### config.mk
export PLATFORM = sky130hd
export DESIGN_NAME = inst_axi_rd_bridge_flat
export DESIGN_NICKNAME = d
export VERILOG_FILES = /design/src/rtl/inst_axi_rd_bridge_if.sv /design/src/rtl/inst_axi_rd_bridge.sv /design/src/flat_wrapper.sv
export SDC_FILE = /design/constraint.sdc
export NUM_CORES = 1
export LEC_CHECK = 0
export CORE_UTILIZATION = 37
export CTS_CLUSTER_DIAMETER = 30
export DETAILED_ROUTE_END_ITERATION = 8
export PLACE_DENSITY_LB_ADDON = 0.08
export SLEW_MARGIN = 5
export SYNTH_ARGS = -nofsm -noshare
export SYNTH_HDL_FRONTEND = slang
export SYNTH_SLANG_ARGS = --single-unit
### constraint.sdc
create_clock -name clk -period 3.1 [get_ports clk]
set_clock_uncertainty 0.05 [all_clocks]
set_input_delay 0.62 -clock clk [delete_from_list [all_inputs] [get_ports clk]]
set_output_delay 0.62 -clock clk [all_outputs]
set_load 0.005 [all_outputs]
### src/rtl/inst_axi_rd_bridge_if.sv
// Bus bundles for inst_axi_rd_bridge.
//   inst_sram_if : fetch-stage SRAM-like instruction port (req/addr_ok/data_ok).
//                  master = fetch stage, slave = bridge.
//   axi_rd_if    : AXI4 read-address and read-data channels.
//                  master = bridge, slave = crossbar / memory.
// Signal names keep the fetch-stage and AXI names so waveforms line up with
// the surrounding pipeline.

interface inst_sram_if;
    logic        inst_sram_req;
    logic        inst_sram_wr;
    logic [1:0]  inst_sram_size;
    logic [31:0] inst_sram_addr;
    logic        inst_sram_addr_ok;
    logic        inst_sram_data_ok;
    logic [31:0] inst_sram_rdata;

    modport master (
        output inst_sram_req, inst_sram_wr, inst_sram_size, inst_sram_addr,
        input  inst_sram_addr_ok, inst_sram_data_ok, inst_sram_rdata
    );

    modport slave (
        input  inst_sram_req, inst_sram_wr, inst_sram_size, inst_sram_addr,
        output inst_sram_addr_ok, inst_sram_data_ok, inst_sram_rdata
    );
endinterface

interface axi_rd_if;
    logic [3:0]  arid;
    logic [31:0] araddr;
    logic [7:0]  arlen;
    logic [2:0]  arsize;
    logic [1:0]  arburst;
    logic [1:0]  arlock;
    logic [3:0]  arcache;
    logic [2:0]  arprot;
    logic        arvalid;
    logic        arready;
    logic [3:0]  rid;
    logic [31:0] rdata;
    logic [1:0]  rresp;
    logic        rlast;
    logic        rvalid;
    logic        rready;

    modport master (
        output arid, araddr, arlen, arsize, arburst, arlock, arcache, arprot,
               arvalid, rready,
        input  arready, rid, rdata, rresp, rlast, rvalid
    );

    modport slave (
        input  arid, araddr, arlen, arsize, arburst, arlock, arcache, arprot,
               arvalid, rready,
        output arready, rid, rdata, rresp, rlast, rvalid
    );
endinterface

### src/rtl/inst_axi_rd_bridge.sv
// inst_axi_rd_bridge
//   Turns the fetch stage's SRAM-like instruction port into a single-ID,
//   single-beat AXI4 read master. Up to MAX_OUTST reads may be accepted but
//   not yet returned; data comes back strictly in acceptance order, one
//   data_ok pulse per accepted address.
// Ports
//   clk   : clock
//   reset : synchronous, active-high reset; clears all state, in-flight reads
//           are forgotten (the AXI slave shares this reset)
//   sram  : inst_sram_if.slave  - req/wr/size/addr in, addr_ok/data_ok/rdata out
//   axi   : axi_rd_if.master    - AR channel out, R channel in (rready out)
// Parameters
//   MAX_OUTST : max accepted-but-unreturned reads (1..15)
//   ARID_VAL  : constant ARID driven on every read

module inst_axi_rd_bridge #(
    parameter int         MAX_OUTST = 2,
    parameter logic [3:0] ARID_VAL  = 4'h0
) (
    input  logic       clk,
    input  logic       reset,
    inst_sram_if.slave sram,
    axi_rd_if.master   axi
);

    localparam logic [3:0] MAX_CNT = 4'(MAX_OUTST);

    typedef enum logic {
        AR_IDLE = 1'b0,
        AR_SEND = 1'b1
    } ar_state_t;

    ar_state_t   ar_state;
    ar_state_t   ar_state_nxt;
    logic        addr_ok;
    logic [3:0]  outst_cnt;
    logic [31:0] araddr_q;
    logic [1:0]  arsize_q;
    logic        rready_q;
    logic        data_ok_q;
    logic [31:0] rdata_q;
    logic        cnt_inc;
    logic        cnt_dec;

    // ------------------------------------------------------------------
    // AR channel FSM
    // ------------------------------------------------------------------
    always_ff @(posedge clk) begin
        if (reset) ar_state <= AR_IDLE;
        else       ar_state <= ar_state_nxt;
    end

    // addr_ok is only possible from AR_IDLE, so the AR handshake cycle never
    // accepts a new address: at most one accept every two cycles.
    always_comb begin
        ar_state_nxt = ar_state;
        addr_ok      = 1'b0;
        case (ar_state)
            AR_IDLE: begin
                addr_ok = sram.inst_sram_req & ~sram.inst_sram_wr &
                          (outst_cnt < MAX_CNT);
                if (addr_ok) ar_state_nxt = AR_SEND;
            end
            AR_SEND: begin
                if (axi.arready) ar_state_nxt = AR_IDLE;
            end
            default: ar_state_nxt = AR_IDLE;
        endcase
    end

    // Address/size latched on accept and held until the AR handshake.
    always_ff @(posedge clk) begin
        if (reset) begin
            araddr_q <= 32'h0;
            arsize_q <= 2'b00;
        end else if (addr_ok) begin
            araddr_q <= sram.inst_sram_addr;
            arsize_q <= sram.inst_sram_size;
        end
    end

    // ------------------------------------------------------------------
    // R channel: always ready, data registered, one-cycle data_ok
    // ------------------------------------------------------------------
    always_ff @(posedge clk) begin
        if (reset) begin
            rready_q  <= 1'b0;
            data_ok_q <= 1'b0;
            rdata_q   <= 32'h0;
        end else begin
            rready_q  <= 1'b1;
            data_ok_q <= axi.rvalid & rready_q;
            if (axi.rvalid & rready_q) rdata_q <= axi.rdata;
        end
    end

    // ------------------------------------------------------------------
    // Outstanding-read counter
    // ------------------------------------------------------------------
    // A data_ok with nothing outstanding is a slave fault; the counter holds
    // at zero rather than wrapping.
    assign cnt_inc = addr_ok;
    assign cnt_dec = data_ok_q & (outst_cnt != 4'd0);

    always_ff @(posedge clk) begin
        if (reset) begin
            outst_cnt <= 4'd0;
        end else begin
            case ({cnt_inc, cnt_dec})
                2'b10:   outst_cnt <= outst_cnt + 4'd1;
                2'b01:   outst_cnt <= outst_cnt - 4'd1;
                default: outst_cnt <= outst_cnt;
            endcase
        end
    end

    always_ff @(posedge clk) begin
        if (!reset) begin
            a_no_spurious_data : assert (!(data_ok_q && outst_cnt == 4'd0));
        end
    end

    // ------------------------------------------------------------------
    // Outputs
    // ------------------------------------------------------------------
    assign sram.inst_sram_addr_ok = addr_ok;
    assign sram.inst_sram_data_ok = data_ok_q;
    assign sram.inst_sram_rdata   = rdata_q;

    assign axi.arid    = ARID_VAL;
    assign axi.araddr  = araddr_q;
    assign axi.arlen   = 8'd0;
    assign axi.arsize  = {1'b0, arsize_q};
    assign axi.arburst = 2'b01;
    assign axi.arlock  = 2'b00;
    assign axi.arcache = 4'b0000;
    assign axi.arprot  = 3'b000;
    assign axi.arvalid = (ar_state == AR_SEND);
    assign axi.rready  = rready_q;

    // rid/rresp/rlast carry no information for a single-ID, single-beat,
    // forward-unchanged master.
    logic unused_r_fields;
    assign unused_r_fields = ^{axi.rid, axi.rresp, axi.rlast};

endmodule

### src/flat_wrapper.sv
// flat-port wrapper written by rule: the top's interface ports become plain ports
module inst_axi_rd_bridge_flat 
#(
    parameter int         MAX_OUTST = 2,
    parameter logic [3:0] ARID_VAL  = 4'h0
)
  (clk, reset, sram_inst_sram_req, sram_inst_sram_wr, sram_inst_sram_size, sram_inst_sram_addr, sram_inst_sram_addr_ok, sram_inst_sram_data_ok, sram_inst_sram_rdata, axi_arid, axi_araddr, axi_arlen, axi_arsize, axi_arburst, axi_arlock, axi_arcache, axi_arprot, axi_arvalid, axi_rready, axi_arready, axi_rid, axi_rdata, axi_rresp, axi_rlast, axi_rvalid);
  inst_sram_if sram_i ();
  axi_rd_if axi_i ();
  input  logic clk;
  input  logic reset;
  input wire logic [$bits(sram_i.inst_sram_req)-1:0] sram_inst_sram_req;
  input wire logic [$bits(sram_i.inst_sram_wr)-1:0] sram_inst_sram_wr;
  input wire logic [$bits(sram_i.inst_sram_size)-1:0] sram_inst_sram_size;
  input wire logic [$bits(sram_i.inst_sram_addr)-1:0] sram_inst_sram_addr;
  output wire logic [$bits(sram_i.inst_sram_addr_ok)-1:0] sram_inst_sram_addr_ok;
  output wire logic [$bits(sram_i.inst_sram_data_ok)-1:0] sram_inst_sram_data_ok;
  output wire logic [$bits(sram_i.inst_sram_rdata)-1:0] sram_inst_sram_rdata;
  output wire logic [$bits(axi_i.arid)-1:0] axi_arid;
  output wire logic [$bits(axi_i.araddr)-1:0] axi_araddr;
  output wire logic [$bits(axi_i.arlen)-1:0] axi_arlen;
  output wire logic [$bits(axi_i.arsize)-1:0] axi_arsize;
  output wire logic [$bits(axi_i.arburst)-1:0] axi_arburst;
  output wire logic [$bits(axi_i.arlock)-1:0] axi_arlock;
  output wire logic [$bits(axi_i.arcache)-1:0] axi_arcache;
  output wire logic [$bits(axi_i.arprot)-1:0] axi_arprot;
  output wire logic [$bits(axi_i.arvalid)-1:0] axi_arvalid;
  output wire logic [$bits(axi_i.rready)-1:0] axi_rready;
  input wire logic [$bits(axi_i.arready)-1:0] axi_arready;
  input wire logic [$bits(axi_i.rid)-1:0] axi_rid;
  input wire logic [$bits(axi_i.rdata)-1:0] axi_rdata;
  input wire logic [$bits(axi_i.rresp)-1:0] axi_rresp;
  input wire logic [$bits(axi_i.rlast)-1:0] axi_rlast;
  input wire logic [$bits(axi_i.rvalid)-1:0] axi_rvalid;
  assign sram_i.inst_sram_req = sram_inst_sram_req;
  assign sram_i.inst_sram_wr = sram_inst_sram_wr;
  assign sram_i.inst_sram_size = sram_inst_sram_size;
  assign sram_i.inst_sram_addr = sram_inst_sram_addr;
  assign sram_inst_sram_addr_ok = sram_i.inst_sram_addr_ok;
  assign sram_inst_sram_data_ok = sram_i.inst_sram_data_ok;
  assign sram_inst_sram_rdata = sram_i.inst_sram_rdata;
  assign axi_arid = axi_i.arid;
  assign axi_araddr = axi_i.araddr;
  assign axi_arlen = axi_i.arlen;
  assign axi_arsize = axi_i.arsize;
  assign axi_arburst = axi_i.arburst;
  assign axi_arlock = axi_i.arlock;
  assign axi_arcache = axi_i.arcache;
  assign axi_arprot = axi_i.arprot;
  assign axi_arvalid = axi_i.arvalid;
  assign axi_rready = axi_i.rready;
  assign axi_i.arready = axi_arready;
  assign axi_i.rid = axi_rid;
  assign axi_i.rdata = axi_rdata;
  assign axi_i.rresp = axi_rresp;
  assign axi_i.rlast = axi_rlast;
  assign axi_i.rvalid = axi_rvalid;
  inst_axi_rd_bridge #(.MAX_OUTST(MAX_OUTST), .ARID_VAL(ARID_VAL)) u_core (.clk(clk), .reset(reset), .sram(sram_i), .axi(axi_i));
endmodule
==> run summary <==
Hold Crit Class = reg -> reg
R2r setup slk = 350 ps
Leak = 1.664 nW
Initial antenna violation count = 0
Unrepaired setup endpoints after global routing = false
Num CTS Buffers = 9
DRC = 0
Relative slew slack = 66.74%
Top_reg_cell synth = dfxtp_1
Share of layout cells above drive strength 1 = 5.274%
Deepest clock path buffer count = 2
Via-to-Cell Ratio = 4.459
Crit-path cells = or3_1, or4b_1, buf_4, clkinv_4, clkdlybuf4s50_1
Worst path required time = 2430 ps
Num rows = 31
Number of synthesized flops with an enable pin = 0
Vias in the first global route = 2,320
Fin nets = 571
Hold-fix buffers, CTS = 0
Area contributors post-synth = dfxtp_1, nand2_1, a21oi_1
Setup CP Type = reg -> out
Fin. max-slew vios = 0
Initial Utilization = 38.54%
Period utilization = 96.08%
Area growth from synthesis to layout = 55.23%
WL final = 7.112 mm
Max-cap violations = 0
Min Hold Slack = 402.6 ps
Worst-path clk slew = 70 ps
GR Overflow Total = 0
Final Hold Viols = 0
# H-tree levels = 3
Post-Layout Cell Count = 592
DP HPWL = 5.032 mm
Total track usage = 17.58%
Fmax = 335.8 MHz
Core area = 0.007331 mm2
Setup-failing EPs final = 0
Routed length per instance = 12.01 um
Least-Margin Pin Slew = 497.7 ps
Register area share after synthesis = 51.73%
Post-synth top area share = 51.73%
Post-Place Cells = 577
Die Span Y = 89.38 um
Setup TNS Final = 0 ps
Reg2Reg Launch Point = u_core.outst_cnt[1]
Top cells by count, synth = nand2_1, dfxtp_1, a21oi_1
Number of diodes = 0
Max VDD drop = 0.2329 mV
Post-Syn Area = 0.002825 mm2
Worst slack at placement = 38.79 ps
Cell Pwr Density = 462.1 mW/mm2
# clock sinks = 73
Post_cts resized = 0
Largest net degree at the start of global routing = 36
Top-count cell post-synth = nand2_1
Iter 0 DRT Violations = 93
Type of origin of the critical path = flip-flop
Setup repair bufs after CTS = 0
Cell variety after synth = 26
I/O Buffers = 141
Die width = 89.38 um
Fin crit period = 2978 ps
Clk root buf = clkbuf_8
Antenna Nets Post-Route = 0
Die area = 0.007989 mm2
Synth area leader = dfxtp_1
1st-pass router iterations = 4
Final WS setup = 121.7 ps
Via count = 2,640
Syn_area_per_cell = 8.026 um2
Critical path arrival = 2310 ps
# IOs = 173
Seq cells post-synth = 73
Crit-path max FO = 6
Synth warnings = 0
CP endpoint kind = output port
Hold_sp = u_core.sram.inst_sram_rdata[0]
Worst-skew pair later-pin latency = 330 ps
First-pass GRT wire length = 10.71 mm
Beginning of the critical path = u_core.outst_cnt[1]
Critical path's largest stage delay = 540 ps
Cells after synthesis = 352
Final Wtd Congestion = 0.7462
Status = finished clean
Synth async-reset ratio = 0%
Total power = 2.027 mW
TritonCTS clock tree = built
Critical path's slowest cell = or4b_1
==> per-stage QoR <==
stage / utilization [%] / cell area [um2]
4_1_cts: 59.82 / 4385
3_5_place_dp: 57.42 / 4209
3_3_place_gp: 57.42 / 4209
2_1_floorplan: - / 2908
6_report: 59.82 / 4385
5_1_grt: 59.82 / 4385
==> layout make-up <==
cell class / instances / area, um2
clock buffer: 11 / 131.4
clock inverter: 4 / 45.04
multi-input combinational: 253 / 1137
fill: 648 / 2945
inverter: 2 / 12.51
sequential: 73 / 1461
tap: 99 / 123.9
timing repair buffer: 150 / 1474
==> worst max-delay path, delay by kind of cell (launching register included) <==
family,cells,cell delay (ps)
buffers and inverters,3,700
and+or+nand+nor,2,930
DFF,1,360
==> cell families (layout without fill, tap and decap cells) <==
kind of cell / Yosys count / after routing / share of synthesized area (%)
other cells: 2 / 24 / 0.2658
flops: 73 / 73 / 51.73
simple gates: 147 / 147 / 20.55
mux: 2 / 2 / 0.7529
compound gates: 74 / 74 / 13.51
xor+xnor: 3 / 3 / 0.9302
fa+ha+maj: 3 / 3 / 1.329
buf+inv: 48 / 167 / 10.94
==> final timing paths <==
| path | to | cells after the start |
|---|---|---|
| min reg2reg | u_core.sram.inst_sram_rdata[0] | 2 |
| max | sram_inst_sram_addr_ok | 5 |
| max reg2reg | u_core.outst_cnt[2] | 9 |
| min | u_core.sram.inst_sram_rdata[0] | 2 |
==> metal layers <==
| layer | wire, um | share of wire, % | global-route usage [%] | up-vias |
|---|---|---|---|---|
| li1 | - | - | - | 1349 |
| met1 | 3047 | 43 | 20.78 | 1182 |
| met2 | 3286 | 46 | 28.17 | 96 |
| met3 | 609 | 8.6 | 5.817 | 13 |
| met4 | 170 | 2.4 | 9.668 | 0 |
| met5 | 0 | 0 | 0 | - |
==> placed cells by master (no fill, tap or decap) <==
cell / count
clkdlybuf4s50_1: 140
nand2_1: 133
dfxtp_1: 73
a21oi_1: 69
conb_1: 24
clkbuf_8: 9
buf_4: 9
nor2_1: 4
nor2b_1: 4
or3_1: 3
xor2_1: 3
ha_1: 3
clkinv_2: 3
clkbuf_1: 2
or4b_1: 1
clkinv_4: 1
o21a_1: 1
inv_1: 1
o21ai_0: 1
mux2i_1: 1
and2_1: 1
a21oi_2: 1
nand2b_1: 1
a31oi_1: 1
o32ai_1: 1
mux2_2: 1
bufinv_16: 1
buf_2: 1
==> where the power goes <==
part	internal, mW	leakage, nW	switching (mW)
registers	0.987	0.596	0.0258
clock network	0.364	0.0929	0.319
logic	0.199	0.974	0.132
total	1.55	1.66	0.477
==> state kept, by name, indices dropped and copies added, names as in the netlist <==
signal                         flops
u_core.axi.araddr                 32
u_core.sram.inst_sram_rdata       32
u_core.outst_cnt                   4
u_core.arsize_q                    2
u_core.axi.arvalid                 1
u_core.axi.rready                  1
u_core.sram.inst_sram_data_ok      1
Note: power is estimated with default switching activity, not from simulation.
